## config.mk

```make
export PLATFORM = sky130hd
export DESIGN_NAME = systolic_feeder
export DESIGN_NICKNAME = d
export VERILOG_FILES = /design/src/rtl/tpu_pkg.sv /design/src/rtl/skew_lane.sv /design/src/rtl/systolic_feeder.sv
export SDC_FILE = /design/constraint.sdc
export NUM_CORES = 1
export LEC_CHECK = 0
export CORE_MARGIN = 3
export CORE_UTILIZATION = 52
export DETAILED_ROUTE_END_ITERATION = 8
export PLACE_DENSITY_LB_ADDON = 0.12
export SLEW_MARGIN = 0
export SYNTH_ARGS = -nofsm -noshare
export SYNTH_HDL_FRONTEND = slang
export SYNTH_SLANG_ARGS = --single-unit
```

## constraint.sdc

```tcl
create_clock -name clk -period 2.5 [get_ports clk]
set_input_delay 0.375 -clock clk [delete_from_list [all_inputs] [get_ports clk]]
set_output_delay 0.375 -clock clk [all_outputs]
set_load 0.1 [all_outputs]
```

## src/rtl/tpu_pkg.sv

```systemverilog
`default_nettype none
// ============================================================================
// Module      : tpu_pkg
// Description : Shared constants and types for the TPU operand feeder.
//               DATA_WIDTH - element width in bits
//               ARRAY_N    - PE grid dimension (lanes per operand bus)
//               STREAM_LEN - stream cycles per run, including the drain tail
// Revision    : 1.0 - initial release
// ============================================================================
package tpu_pkg;

  localparam int DATA_WIDTH = 8;
  localparam int ARRAY_N    = 4;
  // ARRAY_N skewed input cycles, ARRAY_N-1 extra for the skew itself,
  // plus drain so the last product lands in the far corner PE.
  localparam int STREAM_LEN = 2 * ARRAY_N + 2;

  localparam int T_WIDTH    = 4;
  localparam int IDX_WIDTH  = $clog2(ARRAY_N);
  localparam int BUS_WIDTH  = DATA_WIDTH * ARRAY_N;

  typedef enum logic [1:0] {
    ST_IDLE   = 2'd0,
    ST_STREAM = 2'd1,
    ST_DONE   = 2'd2
  } feeder_state_e;

  typedef logic [DATA_WIDTH-1:0] elem_t;

endpackage
`default_nettype wire

```

## src/rtl/skew_lane.sv

```systemverilog
`default_nettype none
// ============================================================================
// Module      : skew_lane
// Description : Per-lane skew select. For stream cycle t and lane index L it
//               returns element (t - L) of the supplied vector when that
//               offset lies in 0..ARRAY_N-1, otherwise zero.
// Ports       : lane_idx - lane number of this instance
//               t        - current stream cycle
//               vec      - ARRAY_N packed elements, element e at [8e+7:8e]
//               elem     - selected element, or zero outside the window
// Revision    : 1.0 - initial release
// ============================================================================
module skew_lane
  import tpu_pkg::*;
(
  input  logic [IDX_WIDTH-1:0] lane_idx,
  input  logic [T_WIDTH-1:0]   t,
  input  logic [BUS_WIDTH-1:0] vec,
  output logic [DATA_WIDTH-1:0] elem
);

  logic [T_WIDTH:0]   w_diff;
  logic               w_in_range;
  logic [IDX_WIDTH-1:0] w_sel;

  always_comb begin
    w_diff     = {1'b0, t} - (T_WIDTH + 1)'(lane_idx);
    // Extra MSB keeps the subtraction from wrapping when t < lane_idx.
    w_in_range = (t >= T_WIDTH'(lane_idx)) &&
                 (w_diff < (T_WIDTH + 1)'(ARRAY_N));
    w_sel      = w_diff[IDX_WIDTH-1:0];
    elem       = '0;
    if (w_in_range) begin
      elem = vec[w_sel * DATA_WIDTH +: DATA_WIDTH];
    end
  end

endmodule
`default_nettype wire

```

## src/rtl/systolic_feeder.sv

```systemverilog
`default_nettype none
// ============================================================================
// Module      : systolic_feeder
// Description : Holds a 4x4 A bank and a 4x4 B bank and streams them into a
//               systolic PE grid with row skew on A and column skew on B.
// Ports       : clk, rst_n          - clock, async active-low reset
//               load_valid/ready    - row load handshake (ready only in IDLE)
//               load_sel            - 0 = A row, 1 = B row
//               load_addr/load_data - row index and packed row elements
//               start               - launch a stream run (IDLE only)
//               busy                - STREAM or DONE
//               done                - one-cycle pulse after the last stream cycle
//               a_in, b_in          - skewed lane buses, lane n at [8n+7:8n]
//               we                  - PE grid enable, high in STREAM only
// Revision    : 1.0 - initial release
// ============================================================================
module systolic_feeder
  import tpu_pkg::*;
(
  input  logic                 clk,
  input  logic                 rst_n,
  input  logic                 load_valid,
  output logic                 load_ready,
  input  logic                 load_sel,
  input  logic [IDX_WIDTH-1:0] load_addr,
  input  logic [BUS_WIDTH-1:0] load_data,
  input  logic                 start,
  output logic                 busy,
  output logic                 done,
  output logic [BUS_WIDTH-1:0] a_in,
  output logic [BUS_WIDTH-1:0] b_in,
  output logic                 we
);

  localparam logic [T_WIDTH-1:0] c_LAST_T = T_WIDTH'(STREAM_LEN - 1);

  feeder_state_e r_state;
  feeder_state_e w_state_next;
  logic [T_WIDTH-1:0] r_t;

  elem_t r_bank_a [ARRAY_N][ARRAY_N];
  elem_t r_bank_b [ARRAY_N][ARRAY_N];

  logic w_idle;
  logic w_stream;
  logic w_done;
  logic w_load_fire;

  logic [ARRAY_N-1:0][BUS_WIDTH-1:0]  w_a_row;
  logic [ARRAY_N-1:0][BUS_WIDTH-1:0]  w_b_col;
  logic [ARRAY_N-1:0][DATA_WIDTH-1:0] w_a_lane;
  logic [ARRAY_N-1:0][DATA_WIDTH-1:0] w_b_lane;

  // --------------------------------------------------------------------------
  // State register
  // --------------------------------------------------------------------------
  always_ff @(posedge clk or negedge rst_n) begin
    if (!rst_n) begin
      r_state <= ST_IDLE;
    end else begin
      r_state <= w_state_next;
    end
  end

  // --------------------------------------------------------------------------
  // Next state and state decodes
  // --------------------------------------------------------------------------
  always_comb begin
    w_state_next = r_state;
    w_idle       = 1'b0;
    w_stream     = 1'b0;
    w_done       = 1'b0;
    case (r_state)
      ST_IDLE: begin
        w_idle = 1'b1;
        if (start) begin
          w_state_next = ST_STREAM;
        end
      end
      ST_STREAM: begin
        w_stream = 1'b1;
        if (r_t == c_LAST_T) begin
          w_state_next = ST_DONE;
        end
      end
      ST_DONE: begin
        w_done       = 1'b1;
        w_state_next = ST_IDLE;
      end
      default: begin
        w_state_next = ST_IDLE;
      end
    endcase
  end

  // load_ready is gated with rst_n so it reads low for the whole reset window,
  // even though the state register already sits at IDLE.
  assign load_ready  = w_idle & rst_n;
  assign w_load_fire = load_valid & load_ready;
  assign busy        = w_stream | w_done;
  assign done        = w_done;
  assign we          = w_stream;

  // --------------------------------------------------------------------------
  // Stream cycle counter: held at 0 outside STREAM so the first stream cycle
  // always presents t=0.
  // --------------------------------------------------------------------------
  always_ff @(posedge clk or negedge rst_n) begin
    if (!rst_n) begin
      r_t <= '0;
    end else if (w_stream && (r_t != c_LAST_T)) begin
      r_t <= r_t + 1'b1;
    end else begin
      r_t <= '0;
    end
  end

  // --------------------------------------------------------------------------
  // Operand banks. A row write accepted on the same edge as start is already
  // in the bank when t=0 is presented.
  // --------------------------------------------------------------------------
  always_ff @(posedge clk or negedge rst_n) begin
    if (!rst_n) begin
      for (int i = 0; i < ARRAY_N; i++) begin
        for (int e = 0; e < ARRAY_N; e++) begin
          r_bank_a[i][e] <= '0;
          r_bank_b[i][e] <= '0;
        end
      end
    end else if (w_load_fire) begin
      for (int e = 0; e < ARRAY_N; e++) begin
        if (load_sel) begin
          r_bank_b[load_addr][e] <= load_data[e * DATA_WIDTH +: DATA_WIDTH];
        end else begin
          r_bank_a[load_addr][e] <= load_data[e * DATA_WIDTH +: DATA_WIDTH];
        end
      end
    end
  end

  // --------------------------------------------------------------------------
  // A lane i walks along row i; B lane j walks down column j.
  // --------------------------------------------------------------------------
  always_comb begin
    w_a_row = '0;
    w_b_col = '0;
    for (int n = 0; n < ARRAY_N; n++) begin
      for (int e = 0; e < ARRAY_N; e++) begin
        w_a_row[n][e * DATA_WIDTH +: DATA_WIDTH] = r_bank_a[n][e];
        w_b_col[n][e * DATA_WIDTH +: DATA_WIDTH] = r_bank_b[e][n];
      end
    end
  end

  generate
    for (genvar n = 0; n < ARRAY_N; n++) begin : g_lane
      skew_lane u_skew_a (
        .lane_idx (IDX_WIDTH'(n)),
        .t        (r_t),
        .vec      (w_a_row[n]),
        .elem     (w_a_lane[n])
      );
      skew_lane u_skew_b (
        .lane_idx (IDX_WIDTH'(n)),
        .t        (r_t),
        .vec      (w_b_col[n]),
        .elem     (w_b_lane[n])
      );
    end
  endgenerate

  // Buses are forced to zero outside STREAM; t rests at 0 in IDLE and would
  // otherwise expose element 0 of lane 0.
  assign a_in = w_stream ? w_a_lane : '0;
  assign b_in = w_stream ? w_b_lane : '0;

endmodule
`default_nettype wire

```

==> results of run 1 <==
==> synthesized netlist by cell type, drive strengths merged <==
master / n / share of area [%]
a21bo: 1 / 0.082
a21boi: 1 / 0.062
a21o: 1 / 0.062
a21oi: 18 / 0.74
a221o: 1 / 0.082
and2: 1 / 0.051
and2b: 2 / 0.12
and3: 17 / 0.87
buf: 33 / 1.6
clkbuf: 18 / 0.56
dfrtp: 262 / 54
ha: 12 / 1.2
inv: 6 / 0.19
mux2: 257 / 25
mux4: 64 / 12
nand2: 22 / 0.68
nand2b: 2 / 0.10
nand3: 2 / 0.082
nand3b: 1 / 0.062
nand4: 2 / 0.10
nand4b: 2 / 0.14
nor2: 7 / 0.22
nor2b: 15 / 0.77
nor3: 2 / 0.082
nor3b: 17 / 1.0
nor4: 1 / 0.10
o211ai: 1 / 0.062
o22a: 1 / 0.072
or3b: 1 / 0.072
or4: 1 / 0.062
xnor2: 3 / 0.22
==> what timing repair did <==
| action | 4_1_cts | 5_1_grt |
|---|---|---|
| gates resized for setup | 59 | 16 |
| cloned | 9 | 1 |
| buffers inserted | 20 | 7 |
| hold endpoints to repair | 14 | 0 |
| hold buffers | 1 | 0 |
| pin swaps | 10 | 15 |
| endpoints found under the setup margin | 64 | 64 |
==> placed cells by master (no fill, tap or decap), drive strengths merged, types with 2 or more instances in the layout <==
| master | count |
|---|---|
| dfrtp | 262 |
| mux2 | 257 |
| buf | 135 |
| mux4 | 64 |
| clkbuf | 38 |
| clkdlybuf4s50 | 37 |
| nand2 | 22 |
| a21oi | 18 |
| nor3b | 17 |
| and3 | 17 |
| nor2b | 15 |
| ha | 12 |
| bufinv | 7 |
| nor2 | 7 |
| inv | 6 |
| clkinv | 5 |
| xnor2 | 3 |
| nand4b | 2 |
| nand4 | 2 |
| and2b | 2 |
| nor3 | 2 |
| clkinvlp | 2 |
| nand2b | 2 |
| nand3 | 2 |
==> per-layer routing <==
| layer | part of all wire (%) | up-vias | track usage, % | wire, µm |
|---|---|---|---|---|
| li1 | - | 3180 | - | - |
| met5 | 0 | - | 0 | 0 |
| met1 | 41 | 4033 | 34.98 | 13410 |
| met3 | 5.8 | 46 | 4.122 | 1909 |
| met2 | 51 | 197 | 46.53 | 17010 |
| met4 | 2.3 | 0 | 6.486 | 750 |
==> worst max-delay path: stages, from the launching register on <==
cell and delay, ns:
sky130_fd_sc_hd__dfrtp_4 0.52, sky130_fd_sc_hd__buf_6 0.14, sky130_fd_sc_hd__ha_1 0.18, sky130_fd_sc_hd__nor3b_1 0.23, sky130_fd_sc_hd__o211ai_1 0.12, sky130_fd_sc_hd__buf_4 0.18
sky130_fd_sc_hd__clkbuf_16 0.19, sky130_fd_sc_hd__nor3b_4 0.25, sky130_fd_sc_hd__buf_12 0.21
==> worst paths after layout <==
check | end | slack (ns) | cells past startpoint | from
setup / recovery | a_in[12] | -0.44 | 8 | r_t[0]
hold / removal | r_bank_b[101] | 0.27 | 2 | rst_n
setup reg to reg | r_bank_a[113] | 0.21 | 6 | r_state[0]
hold reg to reg | r_bank_a[35] | 0.49 | 1 | r_bank_a[35]
max in group asynchronous | r_bank_b[11] | 1.15 | 3 | rst_n
min in group clk | r_bank_a[35] | 0.49 | 1 | r_bank_a[35]
==> power by group through the flow <==
stage / Clock (W) / Sequential [W] / Combinational [W]
2_1_floorplan: 0 / 0.00691 / 0.00618
3_3_place_gp: 0 / 0.00711 / 0.00792
3_5_place_dp: 0 / 0.00734 / 0.00813
4_1_cts: 0.00466 / 0.00730 / 0.00918
5_1_grt: 0.00486 / 0.00756 / 0.00973
6_report: 0.00460 / 0.00732 / 0.00928
==> sequential cells by signal (all words and copies together), names as in the netlist <==
signal / flops
r_state: 2
r_bank_a: 128
r_t: 4
r_bank_b: 128
==> per-stage QoR <==
step                hold WS [ns]  instance area, µm²  power, W  setup TNS [ns]  setup slack (ns)
floorplan                0.07941               12770   0.01309          -11.50           -0.5560
global placement          0.2319               15010   0.01503               0            0.1388
detailed placement        0.2379               15010   0.01547               0           0.06822
CTS                       0.2749               16730   0.02114          -18.43           -0.4149
global route              0.2793               16800   0.02215          -22.83           -0.5135
finish                    0.2746               16800   0.02121          -19.19           -0.4392
==> cell type report <==
| class | count | area [µm²] |
|---|---|---|
| Sequential cell | 262 | 6563 |
| Multi-Input combinational cell | 455 | 6023 |
| Fill cell | 1359 | 5976 |
| Timing Repair Buffer | 175 | 2756 |
| Clock buffer | 37 | 774.5 |
| Tap cell | 313 | 391.6 |
| Clock inverter | 14 | 261.5 |
| Inverter | 6 | 30.03 |
| Antenna cell | 1 | 2.502 |
==> kinds of logic (layout without fill, tap and decap cells) <==
logic type | after synthesis | in the layout | share of synthesized area (%)
fa+ha+maj | 12 | 12 | 1.235
simple gates | 95 | 95 | 4.580
mux | 321 | 321 | 36.59
flops | 262 | 262 | 53.93
xor+xnor | 3 | 3 | 0.2162
buf+inv | 57 | 232 | 2.295
compound gates | 24 | 24 | 1.163
other cells | 0 | 1 | 0
==> results.py, run 1 <==
metrics = {
    "clock_network": {
        "cts_root_buf": "sky130_fd_sc_hd__clkbuf_16",
        "clkSinkCount": 262,
        "max-clock-path-buffers": 3,
        "cts-buffers-inserted": 28,
        "tritoncts": "yes",
        "cts.reportedPaths.clkPinSlew_ns": 0.06,
        "cts-htree-levels": 1,
        "clock_latency_ns": 0.55,
    },
    "routing": {
        "route.detailed.wl_per_inst_um": 26.19,
        "route.antenna.remaining_nets": 0,
        "drt-vias-per-instance": 5.903,
        "vias": 7456,
        "detail_route.wirelength_mm": 33.08,
        "drt_iter0_markers": 494,
        "drt_drc_violations_left": 0,
        "detail_route.first_pass.iterations": 4,
    },
    "final_layout": {
        "area_added_between_synthesis_and_finish_pct": 38.20,
        "final_layout_size_suffix_gt1_share_pct": 62.59,
        "final_core_util_pct": 73.77,
        "finalNetCount": 979,
        "final_cell_count_no_fill": 1263,
    },
    "critical_path": {
        "type_of_element_launching_the_critical_path": "register",
        "required_ns": 2.12,
        "worst_setup_path_class": "register to output pin",
        "arrival_ns": 2.56,
        "critical_path.max_fanout": 8,
        "critPathCaptureType": "output pin",
    },
    "power_and_ir_drop": {
        "clkPwrFrac_pct": 21.7,
        "switching_share_pct": 32.86,
        "sequentialPowerShare_pct": 34.5,
        "power_per_cell_area_nw_per_um2": 1262,
        "power.net_switching_w": 0.006969,
        "worst_ir_drop_vdd_uv": 663.0,
        "power.internal_w": 0.01424,
        "p_leak_nw": 7.343,
        "power.share.combinational_pct": 43.8,
    },
    "timing": {
        "grt_setup_unrepaired": "yes",
        "layout_setup_ws_ns": -0.4392,
        "period_needed_ns": 2.939,
        "worst_clock_skew_ns": 0.01675,
        "timing.max_slew.rel_slack_pct": 42.44,
        "achievable-frequency_mhz": 340.2,
        "hold_violations_final": 0,
        "finalCritPeriodShare_pct": 117.6,
        "timing_worst_slew_pin_value_ns": 0.8634,
        "finalSetupViolCount": 64,
        "drv_slew": 0,
    },
    "grt": {
        "grt_start_max_net_pins": 155,
        "first_global_vias": 8729,
        "track_usage_pct": 26.50,
        "grt_antenna_before_repair": 0,
        "global_route_wire_length_before_repair_mm": 52.16,
        "global_route_congestion_overflow_total": 0,
    },
    "floorplan": {
        "initial_utilization_pct": 53.38,
        "die_area_um2": 25250,
        "row_count": 55,
        "dieHeight_um": 158.9,
        "die_width_um": 158.9,
        "pin_count": 107,
        "core-area_um2": 22780,
    },
    "placed_design": {
        "place.gp.congestion": 0.8134,
        "place.detailed.hpwl_mm": 20.24,
        "placed_cells": 1176,
        "portBuffers": 106,
    },
    "synth": {
        "post_synth_num_cell_types": 35,
        "synth-seq-area-share_pct": 53.93,
        "synth-warning-count": 0,
        "post_synth_inst_count": 774,
        "synth.ff_latch_count": 262,
        "synth.cell_area_um2": 12160,
        "mappedNetlistNets": 825,
        "syn-mean-instance-area_um2": 15.71,
    },
    "status": {
        "failed_checks": "setup timing",
        "run_status": "finished, violations left",
    },
    "hold_path": {
        "holdCritPathClass": "primary input to async pin",
    },
    "flow_run": {
        "max_cap_violations": 0,
    },
}
Power figures use the tool's default switching activity.
==> inputs of run 2 (changes only) <==
--- a/config.mk
+++ b/config.mk
@@ -7,6 +7,7 @@
 export LEC_CHECK = 0
 export CORE_MARGIN = 3
 export CORE_UTILIZATION = 52
+export CTS_CLUSTER_DIAMETER = 200
 export DETAILED_ROUTE_END_ITERATION = 8
 export PLACE_DENSITY_LB_ADDON = 0.12
 export SLEW_MARGIN = 0
==> results of run 2 <==
No change in the layout: final DEF, timing and power equal those of run 1.
==> inputs of run 3 (changes only) <==
--- a/config.mk
+++ b/config.mk
@@ -5,12 +5,12 @@
 export SDC_FILE = /design/constraint.sdc
 export NUM_CORES = 1
 export LEC_CHECK = 0
-export CORE_MARGIN = 3
-export CORE_UTILIZATION = 52
+export CORE_UTILIZATION = 53
 export CTS_CLUSTER_DIAMETER = 200
 export DETAILED_ROUTE_END_ITERATION = 8
 export PLACE_DENSITY_LB_ADDON = 0.12
 export SLEW_MARGIN = 0
 export SYNTH_ARGS = -nofsm -noshare
 export SYNTH_HDL_FRONTEND = slang
+export SYNTH_HIERARCHICAL = 1
 export SYNTH_SLANG_ARGS = --single-unit
==> run 3 against run 2 <==
The run still ends with setup timing left. Setup slack worse by 0.22 ns. Area after synthesis increased by 11%. Register-to-register slack better by 0.19 ns. Via count rose by 15%. Cell count is 17% higher. Total power rose by 4.0%. Count of clock-buffer cells in the layout up 2. Worst hold slack worse by 0.029 ns. First-iteration DRC count is 16% higher. Synthesized cell count rose by 25%. Critical path type unchanged. Highest routed layer unchanged.
==> results.py, run 3 <==
metrics = {
    "status": {
        "run_status": "finished, violations left",
        "failed_checks": "setup timing",
    },
    "synth": {
        "post_synth_num_cell_types": 36,
        "synth.ff_latch_count": 262,
        "synth.cell_area_um2": 13460,
        "post_synth_top_cells": "sky130_fd_sc_hd__dfrtp_1, sky130_fd_sc_hd__mux2_2, sky130_fd_sc_hd__and2_1",
        "synth_largest_area_cell": "sky130_fd_sc_hd__dfrtp_1",
        "ys_top_cells_by_area": "sky130_fd_sc_hd__dfrtp_1, sky130_fd_sc_hd__mux2_2, sky130_fd_sc_hd__mux4_2",
        "post_synth_inst_count": 969,
        "async_set_or_reset_flop_fraction_in_the_synthesized_netlist_pct": 100.0,
        "synthDominantCellAreaShare_pct": 48.69,
        "synth_edf_count": 0,
        "syn-mean-instance-area_um2": 13.89,
        "synth-warning-count": 6,
        "synth-seq-area-share_pct": 48.69,
        "yosysMostFrequentCell": "sky130_fd_sc_hd__dfrtp_1",
        "dominantRegCellSynth": "sky130_fd_sc_hd__dfrtp_1",
    },
    "placed_design": {
        "place.gp.congestion": 0.7791,
        "dpl_ws_ns": -0.2437,
        "dpl-instance-area_um2": 16180,
        "place.detailed.hpwl_mm": 22.45,
        "portBuffers": 106,
    },
    "hold_path": {
        "holdCritPathClass": "primary input to async pin",
    },
    "final_layout": {
        "fillCellCount": 1620,
        "layout.cell_area.non_filler_um2": 17870,
        "reg_top3": "r_bank_a (128), r_bank_b (128), r_t (4)",
        "area_added_between_synthesis_and_finish_pct": 32.71,
        "final_core_util_pct": 72.62,
        "finalNetCount": 1213,
        "n_antenna_cell": 0,
        "commonest_non_fill_non_tap_cells_in_the_layout": "sky130_fd_sc_hd__dfrtp_1, sky130_fd_sc_hd__mux2_2, sky130_fd_sc_hd__buf_12",
        "final_layout_size_suffix_gt1_share_pct": 61.72,
        "mostFrequentLayoutCell": "sky130_fd_sc_hd__dfrtp_1",
    },
    "critical_path": {
        "critPathCaptureType": "output pin",
        "arrival_ns": 2.79,
        "slowest_delay_ns": 0.64,
        "rr_startpoint": "r_state[1]",
        "r2r_cells": 7,
        "worst_setup_path_class": "register to output pin",
        "reg2reg_to": "r_bank_b[29]",
        "type_of_element_launching_the_critical_path": "register",
        "critical_path.max_fanout": 8,
        "setup.reg_to_reg.worst_slack_ns": 0.40,
        "worstPathBufferInverterCount": 3,
        "critical_path_cell_count": 7,
        "worstPathCellList": "buf_6, inv_2, fa_2, or4_4, a31oi_4, and2_4, buf_12",
        "required_ns": 2.12,
        "critical-path-slowest-cell": "sky130_fd_sc_hd__or4_4",
        "critical-path-top-delay-family": "simple AND/OR/NAND/NOR gates",
    },
    "power_and_ir_drop": {
        "switching_share_pct": 36.40,
        "worst_ir_drop_vdd_uv": 791.1,
        "p_leak_nw": 7.704,
        "clkPwrFrac_pct": 18.2,
        "power.internal_w": 0.01402,
        "power.net_switching_w": 0.008025,
        "power.share.combinational_pct": 50.0,
        "post-layout-total-power_w": 0.02205,
        "sequentialPowerShare_pct": 31.8,
        "power_per_cell_area_nw_per_um2": 1234,
    },
    "clock_network": {
        "cts-buffers-inserted": 28,
        "max-clock-path-buffers": 3,
        "clkSinkCount": 262,
        "cts-htree-levels": 1,
        "cts_root_buf": "sky130_fd_sc_hd__clkbuf_16",
        "clock_latency_ns": 0.54,
        "cts.reportedPaths.clkPinSlew_ns": 0.06,
        "tritoncts": "yes",
    },
    "routing": {
        "vias": 8606,
        "drt-vias-per-instance": 5.799,
        "detail_route.wirelength_mm": 34.12,
        "drt_iter0_markers": 574,
        "route.antenna.remaining_nets": 0,
        "drt_drc_violations_left": 0,
        "detail_route.first_pass.iterations": 4,
        "route.detailed.wl_per_inst_um": 22.99,
    },
    "grt": {
        "globalRouteMet1Util_pct": 37.91,
        "grt_start_max_net_pins": 125,
        "grt_antenna_before_repair": 0,
        "global_route_wire_length_before_repair_mm": 53.56,
        "global_route_congestion_overflow_total": 0,
        "grt.met2_usage_pct": 46.02,
        "first_global_vias": 9153,
        "grt_use_met3_pct": 3.441,
        "global_route.peak_usage_layer": "met2",
        "track_usage_pct": 27.12,
    },
    "timing": {
        "finalCritPeriodShare_pct": 126.5,
        "worst_clock_skew_ns": 0.006456,
        "grt_setup_unrepaired": "yes",
        "timing_worst_slew_pin_value_ns": 1.016,
        "achievable-frequency_mhz": 316.3,
        "period_needed_ns": 3.161,
        "drv_slew": 0,
        "fin_setup_tns_ns": -38.16,
        "finalSetupViolCount": 64,
        "hold_violations_final": 0,
        "layout_setup_ws_ns": -0.6615,
        "timing.max_slew.rel_slack_pct": 32.26,
    },
    "floorplan": {
        "die_width_um": 161.4,
        "dieHeight_um": 161.4,
        "die_area_um2": 26050,
        "row_count": 57,
        "pin_count": 107,
        "core-area_um2": 24600,
        "initial_utilization_pct": 54.72,
    },
    "flow_run": {
        "max_cap_violations": 0,
    },
}
-- run 3: cell count changes in the layout (fill, tap and decap cells not counted), sizes merged, moves of 15 or more --
| cell | delta |
|---|---|
| conb | +24 |
| and2 | +64 |
| a31oi | +64 |
| nor3b | -15 |
| and3 | -16 |
| clkinv | +28 |
| inv | +59 |
| nand2 | -18 |
| a21oi | -17 |
-- run 3: logic make-up (layout without fill, tap and decap cells) --
| kind of cell | after synthesis | after routing | share of synthesized area (%) |
|---|---|---|---|
| muxes | 321 | 321 | 32.70 |
| adders and majority gates | 30 | 30 | 3.234 |
| buffers and inverters | 148 | 317 | 5.223 |
| AOI/OAI and AO/OA | 77 | 77 | 3.568 |
| and+or+nand+nor | 129 | 129 | 6.523 |
| DFF | 262 | 262 | 48.69 |
| other | 2 | 24 | 0.05578 |
-- run 3: how the worst max path moves through the flow --
stage,to,from,slack (ns)
final,a_in[31],r_t[1],-0.66
after detailed placement,a_in[26],r_t[1],-0.24
after global placement,a_in[26],r_t[1],-0.21
after CTS,a_in[29],r_t[1],-0.67
after floorplan,a_in[1],r_state[1],0.006
after global routing,a_in[27],r_t[1],-0.72
-- run 3: per-layer routing --
layer / part of all wire (%) / up-vias
met2: 50 / 198
li1: - / 3821
met1: 44 / 4546
met4: 1.7 / 0
met3: 4.5 / 41
met5: 0 / -
-- run 3: metrics by stage --
stage | hold slack [ns] | std cells
2_1_floorplan | 0.07941 | 991
3_3_place_gp | 0.2092 | 1424
3_5_place_dp | 0.2108 | 1424
4_1_cts | 0.2475 | 1480
5_1_grt | 0.2491 | 1484
6_report | 0.2455 | 1484
-- run 3: timing repair --
| item | CTS | global route |
|---|---|---|
| buffers inserted | 9 | 4 |
| hold buffers | 1 | 0 |
| pin swaps | 82 | 54 |
| gates resized for setup | 93 | 84 |
| setup endpoints to repair | 64 | 64 |
| hold endpoints to repair | 13 | 0 |
-- run 3: area by class of cell --
class / instances / area, µm² / share of cell area [%]
Multi-Input combinational cell: 581 / 7086 / 39.65
Sequential cell: 262 / 6561 / 36.72
Timing Repair Buffer: 179 / 2542 / 14.23
Clock buffer: 39 / 823.3 / 4.608
Tap cell: 324 / 405.4 / 2.269
Inverter: 92 / 390.4 / 2.185
Clock inverter: 7 / 60.06 / 0.3361
-- run 3: power groups by stage --
| stage | combinational (W) | sequential (W) | clock [W] |
|---|---|---|---|
| CTS | 0.0105 | 0.00699 | 0.00408 |
| detailed placement | 0.00982 | 0.00704 | 0 |
| global route | 0.0117 | 0.00723 | 0.00425 |
| finish | 0.0110 | 0.00701 | 0.00402 |
| floorplan | 0.00698 | 0.00670 | 0 |
| global placement | 0.00965 | 0.00696 | 0 |
